<file path="src/rtl/adc_bus_if.sv">
// Command, read-return and peripheral bus signals of the ADC bus master.
// Command handshake: a command transfers on a rising edge where cmd_valid && cmd_ready;
// rd_valid is a one-cycle pulse with no backpressure.
interface adc_bus_if;
   logic        cmd_valid;
   logic        cmd_ready;
   logic        cmd_wr;
   logic [4:0]  cmd_addr;
   logic [15:0] cmd_wdata;
   logic [7:0]  cmd_len;
   logic        rd_valid;
   logic [15:0] rd_data;
   logic        rd_last;
   logic        busy;
   logic [4:0]  bus_addr;
   logic        bus_csel;
   logic        bus_rd;
   logic        bus_wr;
   logic [15:0] bus_dout;
   logic        bus_oe;
   logic [15:0] bus_din;

   modport master (
      input  cmd_valid, cmd_wr, cmd_addr, cmd_wdata, cmd_len, bus_din,
      output cmd_ready, rd_valid, rd_data, rd_last, busy,
             bus_addr, bus_csel, bus_rd, bus_wr, bus_dout, bus_oe
   );

   modport slave (
      output cmd_valid, cmd_wr, cmd_addr, cmd_wdata, cmd_len, bus_din,
      input  cmd_ready, rd_valid, rd_data, rd_last, busy,
             bus_addr, bus_csel, bus_rd, bus_wr, bus_dout, bus_oe
   );
endinterface

</file>
<file path="src/rtl/adc_bus_master.sv">
// Parallel peripheral bus master: setup/strobe/hold cycles with active-low strobes,
// single writes and multi-word reads at a fixed address.
module adc_bus_master #(
   parameter int SETUP_CYC  = 1,
   parameter int STROBE_CYC = 2,
   parameter int HOLD_CYC   = 1
) (
   input  logic       clk,
   input  logic       rst_n,
   adc_bus_if.master  m,
   output logic [1:0] dbg_state
);

   typedef enum logic [1:0] {
      IDLE   = 2'd0,
      SETUP  = 2'd1,
      STROBE = 2'd2,
      HOLD   = 2'd3
   } state_t;

   localparam logic [3:0] SETUP_LD  = 4'(SETUP_CYC - 1);
   localparam logic [3:0] STROBE_LD = 4'(STROBE_CYC - 1);
   localparam logic [3:0] HOLD_LD   = 4'(HOLD_CYC - 1);

   state_t      state, state_nxt;
   logic [3:0]  cnt, cnt_nxt;
   logic [7:0]  words, words_nxt;
   logic        wr_q, wr_nxt;
   logic [4:0]  addr_q, addr_nxt;
   logic [15:0] wdata_q, wdata_nxt;
   logic        accept;
   logic        rd_sample;

   assign m.cmd_ready = (state == IDLE);
   assign accept      = m.cmd_valid && (state == IDLE);
   assign rd_sample   = (state == STROBE) && (cnt == 4'd0) && !wr_q;
   assign dbg_state   = state;

   always_comb begin
      state_nxt = state;
      cnt_nxt   = cnt;
      words_nxt = words;
      wr_nxt    = wr_q;
      addr_nxt  = addr_q;
      wdata_nxt = wdata_q;
      case (state)
         IDLE: begin
            if (accept) begin
               state_nxt = SETUP;
               cnt_nxt   = SETUP_LD;
               wr_nxt    = m.cmd_wr;
               addr_nxt  = m.cmd_addr;
               wdata_nxt = m.cmd_wdata;
               words_nxt = (m.cmd_wr || m.cmd_len == 8'd0) ? 8'd1 : m.cmd_len;
            end
         end
         SETUP: begin
            if (cnt == 4'd0) begin
               state_nxt = STROBE;
               cnt_nxt   = STROBE_LD;
            end else begin
               cnt_nxt = cnt - 4'd1;
            end
         end
         STROBE: begin
            if (cnt == 4'd0) begin
               state_nxt = HOLD;
               cnt_nxt   = HOLD_LD;
            end else begin
               cnt_nxt = cnt - 4'd1;
            end
         end
         HOLD: begin
            if (cnt != 4'd0) begin
               cnt_nxt = cnt - 4'd1;
            end else if (words > 8'd1) begin
               // another word at the same address, no idle gap
               state_nxt = SETUP;
               cnt_nxt   = SETUP_LD;
               words_nxt = words - 8'd1;
            end else begin
               state_nxt = IDLE;
               words_nxt = 8'd0;
            end
         end
      endcase
   end

   // Bus outputs are decoded from the next state so they change on the same edge as it.
   always_ff @(posedge clk) begin
      if (!rst_n) begin
         state      <= IDLE;
         cnt        <= 4'd0;
         words      <= 8'd0;
         wr_q       <= 1'b0;
         addr_q     <= 5'd0;
         wdata_q    <= 16'd0;
         m.bus_csel <= 1'b1;
         m.bus_rd   <= 1'b1;
         m.bus_wr   <= 1'b1;
         m.bus_addr <= 5'd0;
         m.bus_oe   <= 1'b0;
         m.bus_dout <= 16'd0;
         m.busy     <= 1'b0;
         m.rd_valid <= 1'b0;
         m.rd_last  <= 1'b0;
         m.rd_data  <= 16'd0;
      end else begin
         state      <= state_nxt;
         cnt        <= cnt_nxt;
         words      <= words_nxt;
         wr_q       <= wr_nxt;
         addr_q     <= addr_nxt;
         wdata_q    <= wdata_nxt;
         m.bus_csel <= (state_nxt == IDLE);
         m.bus_rd   <= !((state_nxt == STROBE) && !wr_nxt);
         m.bus_wr   <= !((state_nxt == STROBE) && wr_nxt);
         m.bus_addr <= (state_nxt == IDLE) ? 5'd0 : addr_nxt;
         m.bus_oe   <= (state_nxt != IDLE) && wr_nxt;
         m.bus_dout <= ((state_nxt != IDLE) && wr_nxt) ? wdata_nxt : 16'd0;
         m.busy     <= (state_nxt != IDLE);
         m.rd_valid <= rd_sample;
         m.rd_last  <= rd_sample && (words == 8'd1);
         if (rd_sample) m.rd_data <= m.bus_din;
      end
   end

endmodule

</file>
<file path="src/flat_wrapper.sv">
// flat-port wrapper written by rule: the top's interface ports become plain ports
module adc_bus_master_flat 
#(
   parameter int SETUP_CYC  = 1,
   parameter int STROBE_CYC = 2,
   parameter int HOLD_CYC   = 1
)
  (clk, rst_n, dbg_state, m_cmd_valid, m_cmd_wr, m_cmd_addr, m_cmd_wdata, m_cmd_len, m_bus_din, m_cmd_ready, m_rd_valid, m_rd_data, m_rd_last, m_busy, m_bus_addr, m_bus_csel, m_bus_rd, m_bus_wr, m_bus_dout, m_bus_oe);
  adc_bus_if m_i ();
  input  logic clk;
  input  logic rst_n;
  output logic [1:0] dbg_state;
  input wire logic [$bits(m_i.cmd_valid)-1:0] m_cmd_valid;
  input wire logic [$bits(m_i.cmd_wr)-1:0] m_cmd_wr;
  input wire logic [$bits(m_i.cmd_addr)-1:0] m_cmd_addr;
  input wire logic [$bits(m_i.cmd_wdata)-1:0] m_cmd_wdata;
  input wire logic [$bits(m_i.cmd_len)-1:0] m_cmd_len;
  input wire logic [$bits(m_i.bus_din)-1:0] m_bus_din;
  output wire logic [$bits(m_i.cmd_ready)-1:0] m_cmd_ready;
  output wire logic [$bits(m_i.rd_valid)-1:0] m_rd_valid;
  output wire logic [$bits(m_i.rd_data)-1:0] m_rd_data;
  output wire logic [$bits(m_i.rd_last)-1:0] m_rd_last;
  output wire logic [$bits(m_i.busy)-1:0] m_busy;
  output wire logic [$bits(m_i.bus_addr)-1:0] m_bus_addr;
  output wire logic [$bits(m_i.bus_csel)-1:0] m_bus_csel;
  output wire logic [$bits(m_i.bus_rd)-1:0] m_bus_rd;
  output wire logic [$bits(m_i.bus_wr)-1:0] m_bus_wr;
  output wire logic [$bits(m_i.bus_dout)-1:0] m_bus_dout;
  output wire logic [$bits(m_i.bus_oe)-1:0] m_bus_oe;
  assign m_i.cmd_valid = m_cmd_valid;
  assign m_i.cmd_wr = m_cmd_wr;
  assign m_i.cmd_addr = m_cmd_addr;
  assign m_i.cmd_wdata = m_cmd_wdata;
  assign m_i.cmd_len = m_cmd_len;
  assign m_i.bus_din = m_bus_din;
  assign m_cmd_ready = m_i.cmd_ready;
  assign m_rd_valid = m_i.rd_valid;
  assign m_rd_data = m_i.rd_data;
  assign m_rd_last = m_i.rd_last;
  assign m_busy = m_i.busy;
  assign m_bus_addr = m_i.bus_addr;
  assign m_bus_csel = m_i.bus_csel;
  assign m_bus_rd = m_i.bus_rd;
  assign m_bus_wr = m_i.bus_wr;
  assign m_bus_dout = m_i.bus_dout;
  assign m_bus_oe = m_i.bus_oe;
  adc_bus_master #(.SETUP_CYC(SETUP_CYC), .STROBE_CYC(STROBE_CYC), .HOLD_CYC(HOLD_CYC)) u_core (.clk(clk), .rst_n(rst_n), .m(m_i), .dbg_state(dbg_state));
endmodule
</file>
<file path="config.mk">
export PLATFORM = sky130hd
export DESIGN_NAME = adc_bus_master_flat
export DESIGN_NICKNAME = d
export VERILOG_FILES = /design/src/rtl/adc_bus_if.sv /design/src/rtl/adc_bus_master.sv /design/src/flat_wrapper.sv
export SDC_FILE = /design/constraint.sdc
export NUM_CORES = 1
export LEC_CHECK = 0
export ABC_AREA = 0
export ABC_CLOCK_PERIOD_IN_PS = 2340
export CORE_UTILIZATION = 47
export DETAILED_ROUTE_END_ITERATION = 8
export HOLD_SLACK_MARGIN = 0.02
export PLACE_DENSITY_LB_ADDON = 0.2
export SETUP_SLACK_MARGIN = 0.05
export SKIP_CTS_REPAIR_TIMING = 1
export SLEW_MARGIN = 20
export SYNTH_ARGS = -nofsm -noshare
export SYNTH_HDL_FRONTEND = slang
export SYNTH_SLANG_ARGS = --single-unit
</file>
<file path="constraint.sdc">
create_clock -name clk -period 2.34 [get_ports clk]
set_input_delay 0.468 -clock clk [delete_from_list [all_inputs] [get_ports clk]]
set_output_delay 0.468 -clock clk [all_outputs]
set_load 0.01 [all_outputs]
</file>
=== Word level (Yosys, flattened, before mapping) ===
Index checks and enable logic that the tools add are counted.

* Add/sub/neg operators: 2
* $lt $le $gt $ge: 1
* Equality and inequality tests: 8
* Multiplexer cells: 23
* Bitwise gates (word level): 1
* Reduce and logical (&&, ||, !) cells: 23

{| class="wikitable"
|+ Operators by type and width
! kind !! number
|-
| 16-bit two-way mux || 2
|-
| 8-bit two-way mux || 4
|-
| 4-bit two-way mux || 5
|-
| 4-bit one-hot mux with 4 select lines || 1
|-
| 8-bit one-hot mux with 2 select lines || 1
|-
| 5-bit two-way mux || 2
|-
| 8-bit by 1-bit == test with 1-bit output (second input constant) || 1
|-
| 8-bit by 1-bit greater-than comparator with 1-bit output (second input constant) || 1
|-
| 8-bit logical NOT || 1
|-
| 2-bit two-way mux || 4
|-
| 2-bit one-hot mux with 4 select lines || 1
|-
| 8-bit by 1-bit subtractor with 8-bit output (second input constant) || 1
|-
| 1-bit logical AND || 7
|-
| 2-bit == test (second input constant) || 3
|-
| 1-bit logical NOT || 4
|-
| 2-bit logical NOT || 2
|-
| 4-bit logical NOT || 1
|-
| 2-bit AND reduction || 2
|-
| 2-bit nonzero test || 2
|-
| 4-bit nonzero test || 1
|-
| 4-bit by 1-bit subtractor with 4-bit output (second input constant) || 1
|-
| 1-bit two-way mux || 3
|-
| 3-bit by 1-bit inequality test with 1-bit output (second input constant) || 1
|-
| 3-bit AND reduction || 1
|-
| 6 further kinds || 6
|}

* Bits in registers: 80
* Bits of input ports: 49
* Output and inout bits: 47
* Word-level logic and storage cells: 74

=== Depth between registers and ports, before layout ===
* Depth in word-level cells: 7
* Depth in mapped cells: 9
* Depth with buffers taken out: 6

=== Least setup slack after synthesis ===
OpenSTA, ideal clock, no wires.

* Path kind: flip-flop to flip-flop
* Start: register u_core.state[0], in the netlist u_core.dbg_state[0]
* End: register u_core.m.bus_dout[10] (netlist name)
* Setup time: 0.138 ns
* Arrival: 2.025 ns
* Data required time: 2.202 ns
* Path slack: 0.178 ns
* Stages on the path, launching flop included: 10
* Path buffers: 3
* Period minus slack after synthesis: 2.162 ns
* Cell sequence: dfxtp_1 inv_1 ha_1 clkbuf_1 nand2_1 mux2i_1 nand2b_1 clkbuf_1 buf_1 a211oi_1

* Cells in the longest elaborated chain, start to end: 7
* Elaborated cells on any way between the ends: 17
* Those cells by class: 3 x eq/ne; 9 x mux; 5 x reduce/logical

{| class="wikitable"
|+ RTL lines
! what !! RTL line !! RTL
|-
| start, declared || adc_bus_master.sv:25 || <nowiki>state_t state, state_nxt;</nowiki>
|-
| start signal, assigned || adc_bus_master.sv:109 || <nowiki>state <= state_nxt;</nowiki>
|-
| 2-bit logical NOT * || - ||
|-
| named net m_cmd_ready || flat_wrapper.sv:19 || <nowiki>output wire logic [$bits(m_i.cmd_ready)-1:0] m_cmd_ready;</nowiki>
|-
| 1-bit logical AND || adc_bus_master.sv:35 || <nowiki>assign accept = m.cmd_valid && (state == IDLE);</nowiki>
|-
| 2-bit two-way mux || adc_bus_master.sv:48 || <nowiki>if (accept) begin</nowiki>
|-
| 2-bit one-hot mux with 4 select lines || adc_bus_master.sv:46 || <nowiki>case (state)</nowiki>
|-
| 2-bit nonzero test || adc_bus_master.sv:120 || <nowiki>m.bus_dout <= ((state_nxt != IDLE) && wr_nxt) ? wdata_nxt : 16'd0;</nowiki>
|-
| 1-bit logical AND || adc_bus_master.sv:120 ||
|-
| 2-bit AND reduction (no line) || - ||
|-
| end signal, assigned || adc_bus_master.sv:120 ||
|-
| end, declared || adc_bus_if.sv:26 || <nowiki>bus_addr, bus_csel, bus_rd, bus_wr, bus_dout, bus_oe</nowiki>
|}

The timed path passes the listed nets; every way through them passes the cells marked *.
A chain may end at the register's enable or synchronous reset.

=== Worst setup path in the final report ===
* Start: register u_core.state[1], in the netlist u_core.dbg_state[1]
* End: output port m_cmd_ready

* Cells in the longest elaborated chain, start to end: 1

{| class="wikitable"
|+ RTL lines
! what !! RTL line !! RTL
|-
| 2-bit logical NOT || adc_bus_master.sv:34 || <nowiki>assign m.cmd_ready = (state == IDLE);</nowiki>
|-
| end, declared || flat_wrapper.sv:19 ||
|}

Every way passes these cells.

==> results.cfg <==
[status]
status = finished with violations
violations = design-rule violations

[synth]
synthArstFlopShare = 0
syn_nets = 378
ys.flop_type = dfxtp_1
synth_top_family_by_area = compound AO/OA/AOI/OAI gates
synth_edf_count = 0
yosysUniqueCellTypes = 51
yosys_register_bits = 80
ys_warn_count = 0
yosysSeqAreaShare = 0.504
synth-xor-area-share = 0
synth-simple-area-share = 0.138
synth-compound-area-share = 0.178
synthAdderAreaFrac = 0.0315
avgSynthCellArea_um2 = 9.89
synthCells = 321
netlist_area_um2 = 3180
muxShareOfSynthArea = 0.104

[setup_path]
critPathLaunchType = register
worstReg2RegEnd = u_core.m.bus_dout[10]
arrival_ns = 1.73
path_class = reg -> out
path_cells = inv_1 -> ha_2 -> clkdlybuf4s50_1
r2r-start = u_core.cnt[0]
critPathBufInv = 2
cp.required_ns = 1.87
critical-path-slowest-cell = clkdlybuf4s50_1
critPathCaptureType = primary output
reg2regPathDepth = 7
cpPeakStageDelay_ns = 0.58
critical_path.top_delay_family = buffers and inverters
critPathMaxFanout = 12
rrSetupSlack_ns = 0.23

[grt]
grt_pass1_wl_um = 12300
grt_max_degree = 18
grt_util_all_layers = 0.219
grt_pass1_vias = 2486
antenna_found_initial = 0
overflow = 0

[floorplanning]
die_y_um = 84.2
coreArea_um2 = 6420
io_pins = 96
row_count = 29
die-area_um2 = 7090
start_util = 0.494
die_w_um = 84.2

[sta]
fin_tns_setup_ns = 0
tightest_slew_ns = 0.718
rsz0062_at_grt = false
max_slew_margin = 0.517
hold_viol = 0
finClkSkew_ns = 0.0129
fin_crit_sh = 0.940
finalCriticalPeriod_ns = 2.20
slew_viol_final = 0
finalSetupViolCount = 0
fmax_mhz = 455

[route]
first_pass_iters = 6
final_antenna_net_count = 0
vias = 2697
routed_wirelength_um = 7360
wl_per_cell_um = 14.6
via_per_inst = 5.34
drtIter0Drc = 153
remaining_drc_errors = 14

[clock_tree]
htreeDepth = 3
root_buffer = clkbuf_8
cts_tree = done
cts.sinks = 80
path_clk_slew_ns = 0.08
numCtsBuffers = 9
clockBufferDepth = 2
clk_latency_ns = 0.35

[cells_and_area]
area_growth_pct = 41.0
drive_above_1_share = 0.0958
fillers = 484
final_core_util = 0.697
fin_nets = 480
n_antenna_cell = 0

[pwr]
ir_worst_vdd_uv = 504
power_density_nw_per_um2 = 1110
p_leak_nw = 1.85

[flow_run]
cap_violations = 0

[hold_path]
min_to = u_core.addr_q[0]
hold_path_depth = 2
hp-start = u_core.addr_q[0]
holdCritPathClass = reg -> reg

[placed_design]
io_buffers = 95
dp_hpwl_um = 5280
gp_congestion = 0.870
kinds of logic (layout without fill, tap and decap cells):
group,Yosys count,after routing
compound gates,73,73
mux,33,33
simple gates,91,91
fa+ha+maj,8,8
flops,80,80
buf+inv,36,143
cell type report:
class	count	area, um2	share of cell area
repair buffers	113	1090	0.243
flip-flops and latches	80	1600	0.358
inverters	14	52.6	0.0117
clock inverters	7	78.8	0.0176
well taps	77	96.3	0.0215
multi-input cells	205	1440	0.321
clock buffers	9	124	0.0277
state kept, by name, indices dropped and copies added, names as in the netlist, 2 cells and up:
| register | cells |
|---|---|
| u_core.m.bus_dout | 16 |
| u_core.wdata_q | 16 |
| u_core.m.rd_data | 16 |
| u_core.m.bus_addr | 5 |
| u_core.addr_q | 5 |
| u_core.dbg_state | 2 |
| u_core.cnt | 4 |
| u_core.words | 8 |
report_power, final:
part | internal (mW) | switching, mW
Combinational | 0.993 | 1.18
Sequential | 1.62 | 0.153
Clock | 0.506 | 0.526
synthesized netlist by cell type, types with 2 or more instances:
cell	instances	area, um2
a21oi_1	8	40.0
nand2_1	13	48.8
ha_1	8	100
a211oi_1	17	128
and2_1	2	12.5
mux2i_1	33	330
nand3_1	9	45.0
o21ai_0	11	55.1
a41oi_1	2	17.5
o31ai_1	2	15.0
dfxtp_1	80	1600
nor4_1	4	25.0
clkbuf_1	16	60.1
nor3b_1	3	22.5
buf_2	3	15.0
a32oi_1	2	17.5
nor2_1	41	154
nand2b_1	3	18.8
a21o_1	2	15.0
inv_1	14	52.6
a21boi_0	5	37.5
a31oi_1	2	12.5
nor3_1	5	25.0
o211ai_1	2	15.0
a22o_1	2	17.5
a32o_1	5	50.1
buf_1	3	11.3
per-stage QoR:
stage                     cells  total power [mW]  setup slack, ns  cell area, um2  hold WS [ns]
after floorplan             321              3.13            0.178            3180         0.435
after global routing        505              5.31           0.0529            4480         0.484
final                       505              4.98            0.141            4480         0.454
after CTS                   505              4.99           0.0180            4470         0.458
after global placement      489              3.91            0.248            4270         0.441
after detailed placement    489              3.94            0.191            4270         0.446
worst max-delay path by stage:
stage,from,end,slack [ns],cells after the start
after floorplan,u_core.dbg_state[0],u_core.m.bus_dout[10],0.18,9
after global placement,m_cmd_valid,u_core.m.bus_wr,0.25,5
after detailed placement,m_cmd_valid,u_core.m.bus_dout[10],0.19,6
after CTS,u_core.dbg_state[1],m_cmd_ready,0.02,3
after global routing,u_core.dbg_state[1],m_cmd_ready,0.05,3
final,u_core.dbg_state[1],m_cmd_ready,0.14,3
per-layer routing:
metal	vias up	global-route usage	wire length (um)
met2	102	0.341	3400
met3	8	0.0619	535
li1	1359	-	-
met1	1228	0.294	3340
met5	-	0	0
met4	0	0.0721	78
worst min-delay path, stage by stage, from the launching register on:
cell	delay [ns]
dfxtp_1	0.30
nand2_1	0.04
a21oi_1	0.06
cells in the final DEF, fill, tap and decap left out, types with 11 or more instances in the layout:
cell type        instances
clkdlybuf4s50_1         95
dfxtp_1                 80
nor2_1                  41
mux2i_1                 33
buf_4                   18
a211oi_1                17
inv_1                   14
nand2_1                 13
o21ai_0                 11
Power figures use the tool's default switching activity.
